[config.mk]
export PLATFORM = sky130hd
export DESIGN_NAME = pb_intc
export DESIGN_NICKNAME = d
export VERILOG_FILES = /design/src/rtl/pb_intc.sv
export SDC_FILE = /design/constraint.sdc
export NUM_CORES = 1
export LEC_CHECK = 0
export BUFFER_PORTS_ARGS = -buffer_cell sky130_fd_sc_hd__buf_2
export CORE_MARGIN = 10
export CORE_UTILIZATION = 42
export CTS_BUF_LIST = sky130_fd_sc_hd__clkbuf_8
export CTS_CLUSTER_DIAMETER = 100
export CTS_CLUSTER_SIZE = 28
export DETAILED_ROUTE_END_ITERATION = 10
export SYNTH_ARGS = -nofsm -noshare
export SYNTH_HDL_FRONTEND = slang
export SYNTH_SLANG_ARGS = --single-unit
[constraint.sdc]
create_clock -name clk_sys -period 3.3 [get_ports clk_sys]
set_clock_uncertainty 0.2 [all_clocks]
set_input_delay 0.495 -clock clk_sys [delete_from_list [all_inputs] [get_ports clk_sys]]
set_output_delay 0.495 -clock clk_sys [all_outputs]
set_load 0.1 [all_outputs]
[src/rtl/pb_intc.sv]
// pb_intc: 8-source rising-edge interrupt controller mapped into a 4-register KCPSM6 port window.
// Optional macro PB_INTC_ACK_TIMEOUT_EN adds an acknowledge timeout that sets CTRL.TOF.
module pb_intc #(
  parameter logic [7:0] BASE_ADDR = 8'hE0
) (
  input  logic       clk_sys,
  input  logic       reset_sys,
  input  logic [7:0] irq_src,
  input  logic [7:0] port_id,
  input  logic [7:0] out_port,
  input  logic       write_strobe,
  input  logic       read_strobe,
  output logic [7:0] in_data,
  output logic       interrupt,
  input  logic       interrupt_ack
);

  typedef enum logic [1:0] {
    IDLE    = 2'd0,
    REQ     = 2'd1,
    SERVICE = 2'd2
  } state_t;

  state_t     state_q, state_d;
  logic [7:0] src_q;
  logic [7:0] pend_q, pend_d;
  logic [7:0] mask_q, mask_d;
  logic [7:0] in_data_q, in_data_d;
  logic [2:0] vec_q, vec_d;
  logic       gen_q, gen_d;
  logic       irq_q, irq_d;

  logic [7:0] rise, eligible, wr_clr, ack_clr, rdata;
  logic [2:0] first_idx;
  logic       win_sel, wr_pend, wr_mask, wr_vec, wr_ctrl;
  logic       timeout, tof_rd;
  logic       unused_rd;

  // No register defines a read side effect.
  assign unused_rd = read_strobe;

  assign win_sel = (port_id[7:2] == BASE_ADDR[7:2]);
  assign wr_pend = write_strobe && win_sel && (port_id[1:0] == 2'd0);
  assign wr_mask = write_strobe && win_sel && (port_id[1:0] == 2'd1);
  assign wr_vec  = write_strobe && win_sel && (port_id[1:0] == 2'd2);
  assign wr_ctrl = write_strobe && win_sel && (port_id[1:0] == 2'd3);

  assign rise     = irq_src & ~src_q;
  assign eligible = gen_q ? (pend_q & mask_q) : 8'h00;

  // Bit 0 has the highest priority, so scan downwards and keep the last hit.
  always_comb begin
    first_idx = 3'd0;
    for (int i = 7; i >= 0; i--) begin
      if (eligible[i]) first_idx = 3'(i);
    end
  end

`ifdef PB_INTC_ACK_TIMEOUT_EN
  logic [7:0] cnt_q, cnt_d;
  logic       tof_q, tof_d;
  logic       tof_set;

  assign timeout = (state_q == REQ) && (cnt_q == 8'd254);
  assign tof_set = timeout && gen_q && !interrupt_ack;
  assign tof_rd  = tof_q;

  always_comb begin
    cnt_d = 8'd0;
    if ((state_q == REQ) && (state_d == REQ)) cnt_d = cnt_q + 8'd1;
    tof_d = (tof_q & ~(wr_ctrl & out_port[7])) | tof_set;
  end

  always_ff @(posedge clk_sys) begin
    if (reset_sys) begin
      cnt_q <= 8'd0;
      tof_q <= 1'b0;
    end else begin
      cnt_q <= cnt_d;
      tof_q <= tof_d;
    end
  end
`else
  assign timeout = 1'b0;
  assign tof_rd  = 1'b0;
`endif

  always_comb begin
    state_d = state_q;
    irq_d   = 1'b0;
    vec_d   = vec_q;
    ack_clr = 8'h00;
    case (state_q)
      IDLE: begin
        if (eligible != 8'h00) begin
          state_d = REQ;
          vec_d   = first_idx;
          irq_d   = 1'b1;
        end
      end
      REQ: begin
        if (!gen_q) begin
          state_d = IDLE;
        end else if (interrupt_ack) begin
          state_d = SERVICE;
          ack_clr = 8'h01 << vec_q;
        end else if (timeout) begin
          state_d = IDLE;
        end else begin
          irq_d = 1'b1;
        end
      end
      SERVICE: begin
        if (wr_vec) state_d = IDLE;
      end
      default: state_d = IDLE;
    endcase
  end

  // A new edge wins over a same-cycle W1C or acknowledge clear.
  always_comb begin
    wr_clr = wr_pend ? out_port : 8'h00;
    pend_d = (pend_q & ~(wr_clr | ack_clr)) | rise;
    mask_d = wr_mask ? out_port : mask_q;
    gen_d  = wr_ctrl ? out_port[0] : gen_q;
    case (port_id[1:0])
      2'd0:    rdata = pend_q;
      2'd1:    rdata = mask_q;
      2'd2:    rdata = {(state_q == SERVICE), 4'b0000, vec_q};
      default: rdata = {tof_rd, 6'b000000, gen_q};
    endcase
    in_data_d = win_sel ? rdata : 8'h00;
  end

  always_ff @(posedge clk_sys) begin
    if (reset_sys) begin
      state_q   <= IDLE;
      src_q     <= irq_src;
      pend_q    <= 8'h00;
      mask_q    <= 8'h00;
      gen_q     <= 1'b0;
      vec_q     <= 3'd0;
      irq_q     <= 1'b0;
      in_data_q <= 8'h00;
    end else begin
      state_q   <= state_d;
      src_q     <= irq_src;
      pend_q    <= pend_d;
      mask_q    <= mask_d;
      gen_q     <= gen_d;
      vec_q     <= vec_d;
      irq_q     <= irq_d;
      in_data_q <= in_data_d;
    end
  end

  assign in_data   = in_data_q;
  assign interrupt = irq_q;

endmodule
# Yosys cells after proc, flatten, opt, wreduce, memory -nomap -nowiden
# Index checks and enable logic that the tools add are counted.
# totals
register_bits,39
output_inout_bits,9
in_bits,29
# op_classes
n_eq_ne,9
mux,23
reduce_logical,11
bitwise,8
n_shift,1
# op_table
operator,count
two-way mux 8 bit,5
AND 8 bit,3
two-way mux 3 bit,8
one-hot mux 8 bit (3 select lines),1
inverter 8 bit,2
OR 8 bit,2
two-way mux 2 bit,4
nonzero test 8 bit,1
"left shift 1 x 3 -> 8 bit, first input constant",1
"== test 2 bit, second input constant",3
"== test 6 bit, second input constant",1
one-hot mux 2 bit (3 select lines),1
logical AND 1 bit,5
"== test 2 x 1 -> 1 bit, second input constant",2
logical NOT 2 bit,2
"!= test 2 bit, second input constant",2
two-way mux 1 bit,3
"!= test 3 bit, second input constant",1
AND reduction 3 bit,1
one-hot mux 1 bit (2 select lines),1
AND reduction 2 bit,1
OR reduction 2 bit,1
inverter 1 bit,1

# Longest topological paths before layout
# Gate-level depths: netlist (run 1).
# logic_depth
word_depth,10
depth_mapped,5
ltp_nobuf,4

# Least setup slack after synthesis (run 1)
# OpenSTA, ideal clock, no wires.
# synth_timing
path_kind,in2reg
start,input port port_id[4]
end,register pend_q[2]
path_slack_ns,1.671
arrival_ns,1.304
path_stages,5
t_required_ns,2.975
path_cell_list,and4b_4 > and3_4 > buf_6 > and3_1 > o21ai_1
# synth_between
elab_chain_len,8
# synth_lines
item,line_no,source
start: declaration,9,"input logic [7:0] port_id,"
== test 6 bit,42,assign win_sel = (port_id[7:2] == BASE_ADDR[7:2]);
logical AND 1 bit (2 in series),43,assign wr_pend = write_strobe && win_sel && (port_id[1:0] == 2'd0);
two-way mux 8 bit,122,wr_clr = wr_pend ? out_port : 8'h00;
OR 8 bit,123,pend_d = (pend_q & ~(wr_clr | ack_clr)) | rise;
inverter 8 bit,123,
AND 8 bit,123,
OR 8 bit,123,
end signal: assignment,148,pend_q <= pend_d;
end: declaration,26,"logic [7:0] pend_q, pend_d;"
# No other way between the ends.
# A chain may end at the register's enable or synchronous reset.

# Worst setup path in the final report (run 1)
# layout_timing
start,"register in_data_q[0], in the netlist in_data[0]"
end,output port in_data[0]
# layout_lines
item,line_no,source
start: declaration,28,"logic [7:0] in_data_q, in_data_d;"
start signal: assignment,153,in_data_q <= in_data_d;
end: declaration,13,"output logic [7:0] in_data,"
# No word-level cell between the ends.

==> results of run 1 <==
sequential cells by signal, summed over array words and instances, names as in the netlist:
signal     count
mask_q         8
state_q        2
pend_q         8
gen_q          1
in_data        8
vec_q          3
src_q          8
interrupt      1
metal layers:
layer	share of wire (%)	GRT usage, %	wire [um]
met2	46	17.5	1840
met5	0	0	0
met3	8.4	4.98	336
met4	2.0	5.54	82
met1	44	14.3	1750
worst max-delay path by stage:
stage	startpoint	end	slack, ns
2_1_floorplan	port_id[4]	pend_q[2]$_SDFF_PP0_	1.67
3_3_place_gp	port_id[0]	pend_q[1]$_SDFF_PP0_	1.35
3_5_place_dp	port_id[0]	mask_q[3]$_SDFFE_PP0P_	1.35
4_1_cts	in_data[7]$_SDFF_PP0_	in_data[7]	1.56
5_1_grt	port_id[0]	mask_q[1]$_SDFFE_PP0P_	1.51
6_report	in_data[0]$_SDFF_PP0_	in_data[0]	1.58
power by group through the flow:
stage / clock [uW] / sequential, uW / combinational, uW
global placement: 0 / 501 / 58.8
detailed placement: 0 / 501 / 60.6
finish: 349 / 491 / 60.3
floorplan: 0 / 500 / 35.1
global route: 375 / 492 / 67.0
CTS: 358 / 491 / 60.7
cell usage in the layout (no fill, tap or decap), types with 2 or more instances in the layout:
cell,count
dfxtp_1,39
buf_2,36
mux2i_1,17
nor2_1,17
nand2_1,14
a21oi_1,13
nand2b_1,11
clkbuf_8,7
nor2b_1,4
o221ai_1,4
nor3_1,4
inv_1,3
a22oi_1,3
a211oi_1,3
a31o_1,3
nand3_1,2
a22o_1,2
nand4_1,2
o21ai_0,2
nand3b_1,2
nand4b_1,2
o41ai_1,2
layout make-up:
| type | count | area share (%) |
|---|---|---|
| clock buffers | 7 | 4.89 |
| clock inverters | 1 | 0.191 |
| repair buffers | 36 | 9.15 |
| flip-flops and latches | 39 | 39.6 |
| inverters | 2 | 0.381 |
| well taps | 48 | 3.05 |
| multi-input cells | 123 | 42.7 |
kinds of logic after synthesis:
kind of cell | Yosys count
mux | 18
flops | 39
buf+inv | 8
simple gates | 66
compound gates | 39
per-stage QoR:
stage                     hold slack (ns)  power [uW]  util [%]
after floorplan                     0.262         535         -
after global placement              0.275         560      49.9
after detailed placement            0.275         562      49.9
after CTS                           0.101         909      52.6
after global routing               0.0976         934      52.6
final                               0.108         900      52.6
==> results.yml, run 1 <==
outcome:
  run_status: "finished clean"
detailed_routing:
  drc_errors: 0
  viasPerCell: 5.45
  drt-wirelength-per-cell_um: 15.7
  drt_pass1_iterations: 5
  dr_total_vias: 1394
  drt-initial-drc-count: 155
  route.final.wire_length_um: 4020
  drtAntennaViolNets: 0
setup_path:
  critPathRequiredTime_ns: 2.60
  r2r_end: "pend_q[4]$_SDFF_PP0_"
  r2r-start: "gen_q$_SDFFE_PP0P_"
  critical_path.endpoint_type: "primary output"
  length_in_cells_of_the_worst_reg_to_reg_path: 4
  critPathSlowestCell: "buf_2"
  worst_path_buf_inv: 1
  reg2reg_setup_slack_ns: 1.62
  worstSetupStartpointType: "register"
  timing.critical_path.depth: 1
  critical_path_arrival_ns: 1.03
  crit_family: "buffers and inverters"
  max_stage_delay_ns: 0.42
  timing_worst_setup_path_type: "reg -> out"
  worstPathMaxFanout: 1
  timing.critical_path.cells: "buf_2"
sta:
  finalSetupTns_ns: 0
  final_hold_viol_count: 0
  maxClockFrequency_mhz: 581
  layout_setup_ws_ns: 1.58
  timing.final.crit_period_ns: 1.72
  relSlewSlack_pct: 61.4
  rsz0062_at_grt: "no"
  setup_violations: 0
  pins_over_their_slew_limit: 0
  worst_slew_pin_slew_ns: 0.577
  layout_worst_path_cycle_share_pct: 52.2
clocking:
  cts.reportedPaths.clkPinSlew_ns: 0.07
  maximum_number_of_buffers_from_clock_root_to_sink: 2
  numCtsBuffers: 5
  clock_tree_from_tritoncts: "done"
  htreeDepth: 2
  insertion_delay_ns: 0.29
  root_buffer: "clkbuf_8"
  holdBufCountCts: 0
  clock_sinks: 39
  post-cts-setup-buffer-count: 0
  cts_resized: 0
cells_and_area:
  final_cells: 256
  area_of_the_multi_input_gates_um2: 841
  drive_above_1_share_pct: 24.5
  syn_to_final_growth_pct: 18.2
  design_area_um2: 1970
  antenna-diode-count: 0
  num-fill-cells: 377
  nNetsFinal: 236
  seqCellArea_um2: 781
floorplanning:
  die-width_um: 83.0
  initial_utilization_pct: 44.5
  dieArea_um2: 6890
  core.rowCount: 22
  core_um2: 3740
  io_pins: 38
  die-height_um: 83.0
placed_design:
  gp_congestion: 0.886
  place_ws_ns: 1.35
  place.port_buffers: 36
  dp_cells: 248
  dpl_cell_area_um2: 1870
  dpl.hpwl_um: 3020
pwr:
  switching_power_uw: 201
  clock_power_share_pct: 38.7
  irDropWorstVdd_uv: 310
  swShare_pct: 22.3
  internal_power_uw: 699
  power.leakage_uw: 0.000847
  p_seq_share_pct: 54.6
  power-per-cell-area_nw_per_um2: 457
  p_comb_share_pct: 6.7
hold_path:
  worst_hold_path.endpoint: "src_q[4]$_DFF_P_"
  min-delay-path-class: "in -> reg"
  min_delay_path_depth: 1
  min-delay-start: "irq_src[4]"
synth:
  synth.area.mux_share_pct: 11.6
  syn-num-nets: 199
  seq_cells_post_synth: 39
  yosys-top-cells-area: "dfxtp_1 (47%), mux2i_1 (10%), nand2b_1 (4.1%)"
  postSynth.asyncResetShare_pct: 0
  netlist-cell-type-count: 39
  netlist.top_cell.by_area: "dfxtp_1"
  number_of_synthesized_flops_with_an_enable_pin: 0
  post_synth_xor_area_fraction_pct: 0
  main_combinational_cell_family_by_area_after_synthesis: "simple AND/OR/NAND/NOR gates"
  synth_simple_gate_area_share_pct: 22.7
  synthCells: 170
  synth_adder_area_share_pct: 0
  yosys.cell_count.top_type: "dfxtp_1"
  synth.top_cells.by_count: "dfxtp_1 (39), mux2i_1 (17), nor2_1 (17), nand2_1 (14), a21oi_1 (13)"
  synth_warnings: 0
  synth_area_um2: 1670
  synth_compound_gate_area_share_pct: 16.2
  synth_flop_cell: "dfxtp_1"
  seq_area_frac_synth_pct: 46.8
  syn_area_per_cell_um2: 9.80
  synth_top_area_share_pct: 46.8
flow_run:
  max_cap_violations: 0
grt:
  via_count_of_the_first_global_routing_pass: 1407
  gr-total-overflow: 0
  initial_antenna_violation_count: 0
  grt_first_pass_wirelength_um: 6750
  grt_max_degree: 27
  global_route.usage.total_pct: 11.8
Power figures use the tool's default switching activity.
==> run 2, diff against run 1 <==
- clock period: 3.3 -> 1.7 ns (I/O delays scaled with it)
==> results.yml, run 2 (synthesized netlist as in run 1, its figures left out) <==
setup_path:
  critical_path_arrival_ns: 1.46
  worstSetupStartpointType: "register"
  critical_path.endpoint_type: "register"
  worstPathMaxFanout: 5
  timing_worst_setup_path_type: "reg -> reg"
  critPathRequiredTime_ns: 1.67
sta:
  final_hold_viol_count: 0
  relSlewSlack_pct: 67.7
  finalSetupTns_ns: 0
  maxClockFrequency_mhz: 673
  layout_worst_path_cycle_share_pct: 87.5
  fin_hold_ws_ns: 0.0197
  pins_over_their_slew_limit: 0
  worst_slew_pin_slew_ns: 0.488
  timing.final.crit_period_ns: 1.49
  rsz0062_at_grt: "no"
  setup_violations: 0
cells_and_area:
  layout.cells.most_common: "dfxtp_1"
  num-fill-cells: 381
  nNetsFinal: 251
  syn_to_final_growth_pct: 24.5
  antenna-diode-count: 0
  post_layout_utilization_of_the_core_pct: 55.4
  final_cell_mix: "dfxtp_1 (39), buf_2 (36), mux2i_1 (17), nor2_1 (17), nand2_1 (14)"
  drive_above_1_share_pct: 25.3
pwr:
  power-per-cell-area_nw_per_um2: 795
  irDropWorstVdd_uv: 500
  power.leakage_uw: 0.000901
detailed_routing:
  drt-wirelength-per-cell_um: 15.3
  drt-initial-drc-count: 98
  route.final.wire_length_um: 4110
  drc_errors: 0
  dr_total_vias: 1440
  viasPerCell: 5.35
  drt_pass1_iterations: 4
  drtAntennaViolNets: 0
clocking:
  root_buffer: "clkbuf_8"
  htreeDepth: 2
  clock_sinks: 39
  insertion_delay_ns: 0.29
  cts.reportedPaths.clkPinSlew_ns: 0.07
  clock_tree_from_tritoncts: "done"
  maximum_number_of_buffers_from_clock_root_to_sink: 2
  numCtsBuffers: 5
grt:
  global_route.usage.total_pct: 12.1
  gr-total-overflow: 0
  grt_max_degree: 15
  grt_first_pass_wirelength_um: 6940
  initial_antenna_violation_count: 0
  via_count_of_the_first_global_routing_pass: 1479
floorplanning:
  core_um2: 3740
  die-width_um: 83.0
  initial_utilization_pct: 44.5
  io_pins: 38
  core.rowCount: 22
  die-height_um: 83.0
  dieArea_um2: 6890
placed_design:
  gp_congestion: 0.916
  place.port_buffers: 36
  dpl.hpwl_um: 3150
flow_run:
  max_cap_violations: 0
hold_path:
  min-delay-path-class: "in -> reg"
outcome:
  run_status: "finished clean"
-- run 2: changes by cell type in the layout (fill, tap and decap cells not counted), sizes merged --
cell	change
buf	+7
clkbuf	-2
dlygate4sd3	+8
-- run 2: worst max-delay path: stages (launching register included) --
cell      delay [ns]
dfxtp_1         0.42
and4b_1         0.28
nand2_1         0.15
o221ai_1        0.23
a21oi_1         0.09
-- run 2: path summary, 6_finish.rpt --
check,from,endpoint,slack (ns),depth (start not counted)
hold / removal,out_port[3],mask_q[3]$_SDFFE_PP0P_,0.02,3
setup reg to reg,state_q[0]$_SDFFE_PP0P_,pend_q[7]$_SDFF_PP0_,0.21,4
setup / recovery,state_q[0]$_SDFFE_PP0P_,pend_q[7]$_SDFF_PP0_,0.21,4
hold reg to reg,src_q[0]$_DFF_P_,pend_q[0]$_SDFF_PP0_,0.27,2
-- run 2: power breakdown --
part / switching (uW) / internal, uW
clock: 288 / 267
sequential: 16.1 / 937
combinational: 65.6 / 75.1
total: 370 / 1280
-- run 2: what timing repair did --
item,4_1_cts,5_1_grt
hold endpoints to repair,9,0
buffers inserted,0,1
setup endpoints to repair,0,2
hold buffers,8,0
resized for setup,0,1
-- run 2: area by class of cell --
type	count	area [um^2]	share of cell area, %
multi-input combinational	123	841	40.5
sequential	39	781	37.6
timing repair buffer	51	313	15.1
clock buffer	5	68.8	3.32
tap	48	60.1	2.90
inverter	2	7.51	0.362
clock inverter	1	3.75	0.181
-- run 2: through the flow --
step                area (um^2)  total power, uW  std cells  setup WS [ns]
floorplan                  1670             1040        170          0.311
global placement           1910             1100        254         0.0936
detailed placement         1910             1100        254         0.0743
CTS                        2070             1660        268         0.0843
global route               2070             1730        269         0.0569
finish                     2070             1650        269          0.213
-- run 2: routing by layer --
| metal | vias up | share of wire (%) | track usage [%] | wire length [um] |
|---|---|---|---|---|
| met1 | 667 | 44 | 13.9 | 1820 |
| met3 | 6 | 6.9 | 5.37 | 284 |
| met4 | 0 | 1.3 | 5.38 | 55 |
| met5 | - | 0 | 0 | 0 |
| li1 | 725 | - | - | - |
| met2 | 42 | 47 | 18.8 | 1940 |
